**config.mk**
```make
export PLATFORM = sky130hd
export DESIGN_NAME = circuito_jogo_param
export DESIGN_NICKNAME = d
export VERILOG_FILES = /design/src/rtl/circuito_jogo_param_pkg.sv /design/src/rtl/circuito_jogo_param_memoria_sequencia.sv /design/src/rtl/circuito_jogo_param.sv
export SDC_FILE = /design/constraint.sdc
export NUM_CORES = 1
export LEC_CHECK = 0
export CORE_ASPECT_RATIO = 0.6
export CORE_UTILIZATION = 35
export CTS_CLUSTER_SIZE = 12
export DETAILED_ROUTE_END_ITERATION = 8
export DONT_BUFFER_PORTS = 1
export HOLD_SLACK_MARGIN = 0.08
export PLACE_DENSITY_LB_ADDON = 0.05
export SYNTH_ARGS = -nofsm -noshare
export SYNTH_HDL_FRONTEND = slang
export SYNTH_SLANG_ARGS = --single-unit
```
**constraint.sdc**
```tcl
create_clock -name clock -period 2.9 [get_ports clock]
set_input_delay 0.29 -clock clock [delete_from_list [all_inputs] [get_ports clock]]
set_output_delay 0.29 -clock clock [all_outputs]
set_load 0.005 [all_outputs]
```
**src/rtl/circuito_jogo_param_pkg.sv**
```systemverilog
// Shared definitions for the parametrised sequence-memory game: state codes
// and the width helpers used to size the address and timer counters.
package circuito_jogo_param_pkg;

  localparam logic [3:0] ST_INICIAL        = 4'h0;
  localparam logic [3:0] ST_PREPARA        = 4'h1;
  localparam logic [3:0] ST_MOSTRA         = 4'h2;
  localparam logic [3:0] ST_PAUSA          = 4'h3;
  localparam logic [3:0] ST_ESPERA         = 4'h4;
  localparam logic [3:0] ST_REGISTRA       = 4'h5;
  localparam logic [3:0] ST_COMPARA        = 4'h6;
  localparam logic [3:0] ST_PROXIMA_JOGADA = 4'h7;
  localparam logic [3:0] ST_PROXIMA_RODADA = 4'h8;
  localparam logic [3:0] ST_FIM_GANHOU     = 4'hA;
  localparam logic [3:0] ST_FIM_PERDEU     = 4'hE;

  // Address width for a memory of 'prof' words (never narrower than 1 bit).
  function automatic int largura_endereco(input int prof);
    return (prof < 2) ? 1 : $clog2(prof);
  endfunction

  // Width of a counter that must reach max(a, b) - 1.
  function automatic int largura_contador(input int a, input int b);
    int m;
    m = (a > b) ? a : b;
    return (m < 2) ? 1 : $clog2(m);
  endfunction

endpackage

```
**src/rtl/circuito_jogo_param_memoria_sequencia.sv**
```systemverilog
// Sequence memory: PROF words of N_BOTOES bits, synchronous write,
// asynchronous read. Each word stores only its difference from the load
// pattern 0001, 0010, 0100, 1000, ... so flops that power up at zero read
// back as that pattern without needing a reset; reset never touches it.
module memoria_sequencia
  import circuito_jogo_param_pkg::*;
#(
  parameter int N_BOTOES = 4,
  parameter int PROF     = 16,
  parameter int ADDR_W   = largura_endereco(PROF)
) (
  input  logic                clock,
  input  logic                we,
  input  logic [ADDR_W-1:0]   waddr,
  input  logic [N_BOTOES-1:0] wdata,
  input  logic [ADDR_W-1:0]   raddr,
  output logic [N_BOTOES-1:0] rdata
);

  localparam int PERIODO = (N_BOTOES < 4) ? N_BOTOES : 4;

  function automatic logic [N_BOTOES-1:0] valor_inicial(input int indice);
    return N_BOTOES'(1) << (indice % PERIODO);
  endfunction

  logic [N_BOTOES-1:0] palavra [PROF];

  for (genvar i = 0; i < PROF; i++) begin : g_palavra
    localparam logic [N_BOTOES-1:0] CARGA = valor_inicial(i);
    logic [N_BOTOES-1:0] delta_q;
    logic [N_BOTOES-1:0] delta_d;

    // A write to this word replaces its stored difference from the load value.
    always_comb begin
      delta_d = delta_q;
      if (we && (waddr == ADDR_W'(i))) begin
        delta_d = wdata ^ CARGA;
      end
    end

    // Storage flop, deliberately without reset so contents survive a game reset.
    always_ff @(posedge clock) begin
      delta_q <= delta_d;
    end

    assign palavra[i] = delta_q ^ CARGA;
  end

  assign rdata = palavra[raddr];

endmodule

```
**src/rtl/circuito_jogo_param.sv**
```systemverilog
// Parametrised sequence-memory game: shows a growing stored sequence on the
// LEDs, then checks the player's presses against it with a per-move timeout.
module circuito_jogo_param
  import circuito_jogo_param_pkg::*;
#(
  parameter int N_BOTOES       = 4,
  parameter int PROF           = 16,
  parameter int TIMEOUT_CICLOS = 5000,
  parameter int MOSTRA_CICLOS  = 1000
) (
  input  logic                     clock,
  input  logic                     reset,
  input  logic                     jogar,
  input  logic [N_BOTOES-1:0]      botoes,
  input  logic                     mem_we,
  input  logic [$clog2(PROF)-1:0]  mem_addr,
  input  logic [N_BOTOES-1:0]      mem_data,
  output logic [N_BOTOES-1:0]      leds,
  output logic                     ganhou,
  output logic                     perdeu,
  output logic                     pronto,
  output logic [3:0]               db_estado,
  output logic [$clog2(PROF)-1:0]  db_rodada,
  output logic                     db_timeout
);

  localparam int ADDR_W  = largura_endereco(PROF);
  localparam int TEMPO_W = largura_contador(TIMEOUT_CICLOS, MOSTRA_CICLOS);
  localparam logic [TEMPO_W-1:0] FIM_MOSTRA    = TEMPO_W'(MOSTRA_CICLOS - 1);
  localparam logic [TEMPO_W-1:0] FIM_ESPERA    = TEMPO_W'(TIMEOUT_CICLOS - 1);
  localparam logic [ADDR_W-1:0]  ULTIMA_RODADA = ADDR_W'(PROF - 1);

  logic [3:0]          estado_q, estado_d;
  logic [ADDR_W-1:0]   rodada_q, rodada_d;
  logic [ADDR_W-1:0]   endereco_q, endereco_d;
  logic [TEMPO_W-1:0]  tempo_q, tempo_d;
  logic [N_BOTOES-1:0] jogada_q, jogada_d;
  logic [N_BOTOES-1:0] botoes_reg_q, botoes_reg_d;
  logic                borda_q, borda_d;
  logic                timeout_q, timeout_d;

  logic [N_BOTOES-1:0] dado_lido;
  logic                escrita;
  logic                jogada_um_quente;
  logic                jogada_correta;

  assign escrita = mem_we && (estado_q == ST_INICIAL);

  memoria_sequencia #(
    .N_BOTOES (N_BOTOES),
    .PROF     (PROF),
    .ADDR_W   (ADDR_W)
  ) u_memoria (
    .clock (clock),
    .we    (escrita),
    .waddr (mem_addr),
    .wdata (mem_data),
    .raddr (endereco_q),
    .rdata (dado_lido)
  );

  assign jogada_um_quente = (jogada_q != '0) &&
                            ((jogada_q & (jogada_q - N_BOTOES'(1))) == '0);
  assign jogada_correta   = jogada_um_quente && (jogada_q == dado_lido);

  // Press detector: a move is buttons going from all-released to anything
  // pressed, so a button held across states never yields a second move.
  always_comb begin
    botoes_reg_d = botoes;
    borda_d      = (botoes != '0) && (botoes_reg_q == '0);
  end

  // Game controller: next state plus round, display index, timer and move updates.
  always_comb begin
    estado_d   = estado_q;
    rodada_d   = rodada_q;
    endereco_d = endereco_q;
    tempo_d    = tempo_q;
    jogada_d   = jogada_q;
    timeout_d  = timeout_q;
    case (estado_q)
      ST_INICIAL: begin
        if (jogar) estado_d = ST_PREPARA;
      end
      ST_PREPARA: begin
        rodada_d   = '0;
        endereco_d = '0;
        tempo_d    = '0;
        jogada_d   = '0;
        timeout_d  = 1'b0;
        estado_d   = ST_MOSTRA;
      end
      ST_MOSTRA: begin
        if (tempo_q == FIM_MOSTRA) begin
          tempo_d  = '0;
          estado_d = ST_PAUSA;
        end else begin
          tempo_d = tempo_q + TEMPO_W'(1);
        end
      end
      ST_PAUSA: begin
        if (tempo_q == FIM_MOSTRA) begin
          tempo_d = '0;
          if (endereco_q == rodada_q) begin
            endereco_d = '0;
            estado_d   = ST_ESPERA;
          end else begin
            endereco_d = endereco_q + ADDR_W'(1);
            estado_d   = ST_MOSTRA;
          end
        end else begin
          tempo_d = tempo_q + TEMPO_W'(1);
        end
      end
      ST_ESPERA: begin
        if (borda_q) begin
          jogada_d = botoes;
          estado_d = ST_REGISTRA;
        end else if (tempo_q == FIM_ESPERA) begin
          timeout_d = 1'b1;
          estado_d  = ST_FIM_PERDEU;
        end else begin
          tempo_d = tempo_q + TEMPO_W'(1);
        end
      end
      ST_REGISTRA: begin
        estado_d = ST_COMPARA;
      end
      ST_COMPARA: begin
        if (!jogada_correta) begin
          estado_d = ST_FIM_PERDEU;
        end else if (endereco_q < rodada_q) begin
          estado_d = ST_PROXIMA_JOGADA;
        end else if (rodada_q == ULTIMA_RODADA) begin
          estado_d = ST_FIM_GANHOU;
        end else begin
          estado_d = ST_PROXIMA_RODADA;
        end
      end
      ST_PROXIMA_JOGADA: begin
        endereco_d = endereco_q + ADDR_W'(1);
        tempo_d    = '0;
        estado_d   = ST_ESPERA;
      end
      ST_PROXIMA_RODADA: begin
        rodada_d   = rodada_q + ADDR_W'(1);
        endereco_d = '0;
        tempo_d    = '0;
        estado_d   = ST_MOSTRA;
      end
      ST_FIM_GANHOU, ST_FIM_PERDEU: begin
        if (jogar) estado_d = ST_PREPARA;
      end
      default: begin
        estado_d = ST_INICIAL;
      end
    endcase
  end

  // State and datapath registers; reset returns to the idle state with every counter cleared.
  always_ff @(posedge clock) begin
    if (reset) begin
      estado_q     <= ST_INICIAL;
      rodada_q     <= '0;
      endereco_q   <= '0;
      tempo_q      <= '0;
      jogada_q     <= '0;
      botoes_reg_q <= '0;
      borda_q      <= 1'b0;
      timeout_q    <= 1'b0;
    end else begin
      estado_q     <= estado_d;
      rodada_q     <= rodada_d;
      endereco_q   <= endereco_d;
      tempo_q      <= tempo_d;
      jogada_q     <= jogada_d;
      botoes_reg_q <= botoes_reg_d;
      borda_q      <= borda_d;
      timeout_q    <= timeout_d;
    end
  end

  // Outputs decoded from state: stored sequence while showing, the move echo while registering.
  always_comb begin
    leds = '0;
    if (estado_q == ST_MOSTRA) begin
      leds = dado_lido;
    end else if (estado_q == ST_REGISTRA) begin
      leds = jogada_q;
    end
  end

  assign ganhou     = (estado_q == ST_FIM_GANHOU);
  assign perdeu     = (estado_q == ST_FIM_PERDEU);
  assign pronto     = ganhou || perdeu;
  assign db_estado  = estado_q;
  assign db_rodada  = rodada_q;
  assign db_timeout = timeout_q && perdeu;

endmodule
```
# == After elaboration in Yosys (flattened, before gate mapping) ==
# Index checks and enable logic that the tools add are counted.
# word_totals
ff_bits,99
latch_bits,0
ram_bits,0
mem_bits_ro,0
in_bits,16
output_inout_bits,16
memories,0
# classes
addsub,4
multipliers,0
div_mod_pow,0
magnitude_cmp,2
n_eq_ne,38
shift,0
n_mux,28
n_bitwise,22
n_reduce_logical,41
# ops
cell,count
$mux W4,14
$eq A4 B4 Y1 const B,12
$mux W13,3
$pmux W13 S3,1
$eq A4 B3 Y1 const B,8
$pmux W4 S8,1
$logic_and A1 B1 Y1,21
$not A1 Y1,20
$bmux W4 S4,1
$eq A4 B2 Y1 const B,4
$logic_not A4 Y1,4
$pmux W4 S2,2
$add A13 B1 Y13 const B,1
$eq A13 B10 Y1 const B,1
$eq A13 B13 Y1 const B,1
$ne A2 B2 Y1 const B,6
$pmux W4 S3,1
$add A4 B1 Y4 const B,2
$eq A4 B1 Y1 const B,2
$eq A4 B4 Y1,2
$reduce_bool A4 Y1,2
$reduce_and A3 Y1,2
$reduce_bool A3 Y1,2
$reduce_or A3 Y1,2
other kinds (16),20

# == Logic depth before layout (Yosys ltp) ==
# depth
ltp_word,8
mapped_depth,10
ltp_nobuf,9

# == Modules after synthesis ==
# Synthesis repeated with hierarchy kept, for this count alone.
# unflattened
cells_unflattened,408
hier_area_um2,4700.8
# by_module_without_submodules
mod,n_inst,cells_per_inst,area_per_inst_um2,seq_area_each_um2
memoria_sequencia,1,146,2601.2,1921.8
circuito_jogo_param,1,262,2099.5,700.7

# == Worst setup path after synthesis ==
# No wires, ideal clock.
# synth_path
path_type,register -> register
from,register endereco_q[1]
to,"register estado_q[3], in the netlist db_estado[3]"
setup_time_ns,0.125
arrival_ns,2.174
slack_ns,0.601
stages_incl_launch_ff,8
path_buffers,1
synth_period_minus_slack_ns,2.299
cell_sequence,dfxtp_1 buf_6 mux4_2 mux4_2 xor2_1 a2111oi_2 nand3_1 o2bb2ai_1
# synth_between
elab_chain_len,8
elab_cells_between_ends,10
cone_classes,order compare (1); eq/ne (1); mux (6); bitwise (1); reduce/logical (1)
# synth_rtl
element,line_no,source
start: declaration,circuito_jogo_param.sv:35,"logic [ADDR_W-1:0] endereco_q, endereco_d;"
start signal: assignment,circuito_jogo_param.sv:174,endereco_q <= endereco_d;
$not A4 Y5 (not written as such),circuito_jogo_param_memoria_sequencia.sv:49,assign rdata = palavra[raddr];
$bmux W4 S4,circuito_jogo_param_memoria_sequencia.sv:49,
$mux W4 (not written as such) (2 in series),circuito_jogo_param_memoria_sequencia.sv:49,
$eq A4 B4 Y1,circuito_jogo_param.sv:64,assign jogada_correta = jogada_um_quente && (jogada_q == dado_lido);
$logic_and A1 B1 Y1,circuito_jogo_param.sv:64,
$mux W4 (*),circuito_jogo_param.sv:130,if (!jogada_correta) begin
$pmux W4 S8 (*),circuito_jogo_param.sv:81,case (estado_q)
end signal: assignment,circuito_jogo_param.sv:172,estado_q <= estado_d;
end: declaration,circuito_jogo_param.sv:33,"logic [3:0] estado_q, estado_d;"
# Every way passes the cells marked *; elsewhere a longest branch is shown, timed or not. The select of a mux whose other input is x is not followed.
# A chain may end at the register's enable or synchronous reset.

# == Final worst setup path ==
# layout_path
from,register endereco_q[0]
to,output leds[3]
# layout_between
elab_chain_len,5
# layout_rtl
element,line_no,source
$not A4 Y5 (not written as such),circuito_jogo_param_memoria_sequencia.sv:49,
$bmux W4 S4,circuito_jogo_param_memoria_sequencia.sv:49,
$mux W4 (not written as such) (2 in series),circuito_jogo_param_memoria_sequencia.sv:49,
$mux W4,circuito_jogo_param.sv:186,if (estado_q == ST_MOSTRA) begin
end: declaration,circuito_jogo_param.sv:18,"output logic [N_BOTOES-1:0] leds,"
# No other way between the ends. The select of a mux whose other input is x is not followed.

==> summary.txt <==
Run status
  • Run status: complete, no violations

Synthesis
  • Post-synthesis cell type count: 63
  • FF+latch count, synth: 99
  • Register area share after synthesis: 54.8%
  • Synthesized net count: 449
  • Synthesized area divided by synthesized cell count: 11.2 µm²
  • Synth Instances: 426
  • Commonest register cell after synthesis: edfxtp_1
  • Post-synth design cell area: 4790 µm²
  • Number of synthesized flops with an enable pin: 64
  • Synth warnings: 0
  • Synth async-reset ratio: 0%

Finish
  • Footprint of the multi-input gates: 1960 µm²
  • Fin cells: 620
  • Antenna diode instance count: 0
  • Final-layout fill cell count: 1235
  • Sequential cell area: 2630 µm²
  • P&R area growth vs syn: 13.5%
  • Net count of the finished layout: 468
  • Layout cells sized above 1: 13.8%
  • Utilization after layout: 41.5%

STA
  • Fin worst setup slack: 144 ps
  • Final Max Slew Viols: 0
  • Setup repair after global routing missed its margin: no
  • Count of final hold-check violations: 0
  • Max frequency: 363 MHz
  • Max-Slew Margin vs Limit: 44.7%
  • Share of the clock period used by the worst path after layout: 95.0%
  • Transition at the pin with the smallest max-transition slack: 827 ps
  • Setup tns final: 0 ps
  • Min Tclk post-route: 2760 ps
  • Clock Skew: 9.19 ps
  • Number of setup violations in the final report: 0

Clock network
  • Clock network latency to the later pin of the worst-skew pair: 350 ps
  • H-tree levels: 3
  • Number of buffers created by CTS: 9
  • # clock sinks: 99
  • Register clock-pin slew on the reported worst setup and hold paths: 70 ps
  • Master cell of the clock root buffer: clkbuf_16
  • Clock tree from TritonCTS: built
  • Setup Buffers After CTS: 0
  • Buffers from clock root to sink, at most: 2

Detailed routing
  • Vias per cell: 5.37
  • Initial DRT Pass Iterations: 4
  • Total Routed Length: 12300 µm
  • DR WL/cell: 19.8 µm
  • Antenna violation net count after detailed routing: 0
  • Total number of vias: 3328
  • DRC Markers: 0
  • Initial DRC count: 248

Power and ir drop
  • Worst vdd rail ir drop: 247 µV
  • Relative contribution of sequential cells to total power: 46.8%
  • Power density cells: 625 nW/µm²
  • Power share of the combinational group: 17.6%
  • Total net switching power: 0.000954 W
  • Leakage: 1.87 nW
  • Post-layout power: 0.00340 W
  • Portion of total power attributed to the clock network: 35.6%
  • Switching Fraction: 28.1%
  • Internal power contribution: 0.00245 W

Floorplanning
  • Core box area: 13100 µm²
  • I/O Pins: 32
  • Rows: 32
  • Die Wd: 153 µm
  • Die boundary height: 92.6 µm
  • Die area: 14200 µm²
  • Initial Util: 36.6%

GRT
  • Largest net degree at the start of global routing: 20
  • Number of global-route vias before repair: 3226
  • GRT overflow: 0
  • Global-route wire length before repair: 19700 µm
  • Antenna violations before repair: 0
  • Aggregate global-route resource usage: 19.0%

Setup path
  • Crit-path max FO: 5
  • Cell count of the worst reg-to-reg path: 7
  • Arrival time at the worst endpoint: 2470 ps
  • Slowest stage delay, CP: 540 ps
  • Worst Path Required: 2610 ps
  • Reg2Reg Capture Point: db_estado[3]
  • WS Path Type: reg2out
  • Type of destination of the critical path: output pin
  • Register-to-Register Setup Slack: 340 ps
  • Element type at the critical path start: flip-flop
  • Cell Chain, Critical Path: mux4_2 > mux2_2 > o21ai_0 > inv_1 > a22oi_1 > nor2_1
  • Source of the worst register-to-register timing path: endereco_q[2]
  • Critical-path top delay cell: mux4_2

Run
  • Max-cap viol count: 0

Hold path
  • Worst hold path endpoint: db_estado[1]
  • Kind of path behind the tightest hold check: in2reg
  • Hold depth: 2
  • Launch point of the worst hold path: reset

Place
  • Buffers on Ports: 0
  • Placed instance count: 595
  • DP Worst Slack: 297 ps
  • Final weighted congestion in routability-driven placement: 0.777
  • DP HPWL: 9070 µm
-- cell type report --
cell class	count	area share, %
Tap cell	170	3.91
Clock inverter	5	1.15
Inverter	30	2.07
Timing Repair Buffer	27	4.14
Multi-Input combinational cell	278	36.1
Sequential cell	99	48.3
Clock buffer	11	4.28
-- cells in the final DEF (no fill, tap or decap), types with 3 or more instances in the layout --
master / Yosys / layout
a22oi_1: 6 / 6
or2_2: 3 / 3
ha_1: 7 / 7
nor4_1: 4 / 4
and3_1: 7 / 7
nand2b_1: 7 / 7
buf_4: 0 / 18
nand3b_1: 4 / 4
clkbuf_16: 0 / 9
xor2_1: 11 / 11
mux4_2: 15 / 15
nand2_1: 23 / 23
xnor2_1: 5 / 5
mux2_2: 3 / 3
inv_1: 27 / 27
a21o_1: 3 / 3
edfxtp_1: 64 / 64
a2bb2oi_1: 3 / 3
o211ai_1: 3 / 3
mux2i_1: 5 / 5
a31oi_1: 4 / 4
nand4_1: 3 / 3
o21ai_1: 4 / 4
nor3_1: 9 / 9
o21ai_0: 14 / 14
nor2b_1: 9 / 9
dlygate4sd3_1: 0 / 9
nand3_1: 18 / 18
a21oi_1: 20 / 20
nor2_1: 54 / 54
dfxtp_1: 35 / 34
-- registers in the layout, indices dropped and copies added, names as in the netlist --
signal                       count
endereco_q                       4
db_rodada                        4
tempo_q                         13
borda_q                          1
botoes_reg_q                     4
u_memoria.g_palavra.delta_q     64
db_estado                        4
jogada_q                         4
timeout_q                        1
-- worst max-delay path by stage --
stage | startpoint | to | slack (ps) | cells after the start
global route | endereco_q[0] | leds[3] | 30 | 6
floorplan | endereco_q[1] | db_estado[3] | 600 | 7
finish | endereco_q[0] | leds[3] | 140 | 6
global placement | endereco_q[1] | db_estado[1] | 360 | 7
detailed placement | endereco_q[1] | db_estado[1] | 300 | 7
CTS | endereco_q[1] | leds[2] | 150 | 6
-- power groups by stage --
stage	combinational, W	clock, W	sequential (W)
after floorplan	0.000402	0	0.00161
after global placement	0.000566	0	0.00163
after global routing	0.000662	0.00128	0.00160
after detailed placement	0.000568	0	0.00162
after CTS	0.000598	0.00124	0.00159
final	0.000598	0.00121	0.00159
-- synth_stat cells, drive strengths merged (9+ instances only) --
library cell,count,area share (%)
a21oi,20,2.1
o21ai,18,1.9
mux4,15,7.1
nor2,54,4.2
nand2,23,1.8
nor2b,9,1.2
xor2,11,2.0
dfxtp,35,15
edfxtp,64,40
nor3,9,0.94
nand3,18,1.9
inv,29,2.3
clkbuf,13,1.0
-- what timing repair did --
item / CTS / global route
setup endpoints to repair: 2 / 2
endpoints found under the hold margin: 67 / 0
hold buffers: 9 / 0
resized for setup: 1 / 1
gates cloned: 0 / 0
-- cell families after synthesis --
group,synth area share [%]
simple gates,16.9
flops,54.8
compound gates,9.80
buf+inv,4.23
mux,9.35
xor+xnor,2.93
fa+ha+maj,2.04
-- through the flow --
stage | hold WS [ps] | instance area (µm²)
global route | 81.9 | 5440
finish | 93.8 | 5440
CTS | 83.3 | 5430
global placement | 366 | 5050
detailed placement | 366 | 5050
floorplan | 389 | 4790
-- layer usage --
metal	GRT usage [%]	share of wire, %	up-vias	routed length, µm
met5	0	0	-	0
met3	5.80	6.4	8	784
met1	30.4	56	1643	6860
met2	23.6	37	75	4550
li1	-	-	1602	-
met4	4.80	0.87	0	107
-- worst max-delay path: cells and delay by family, from the launching register on --
kind / cells / cell delay [ps]
AO/OA/AOI/OAI: 2 / 620
AND/OR/NAND/NOR: 1 / 90
buffers and inverters: 1 / 90
multiplexers: 2 / 810
flip-flops: 1 / 510
No activity file was read; power rests on OpenSTA's default activity.
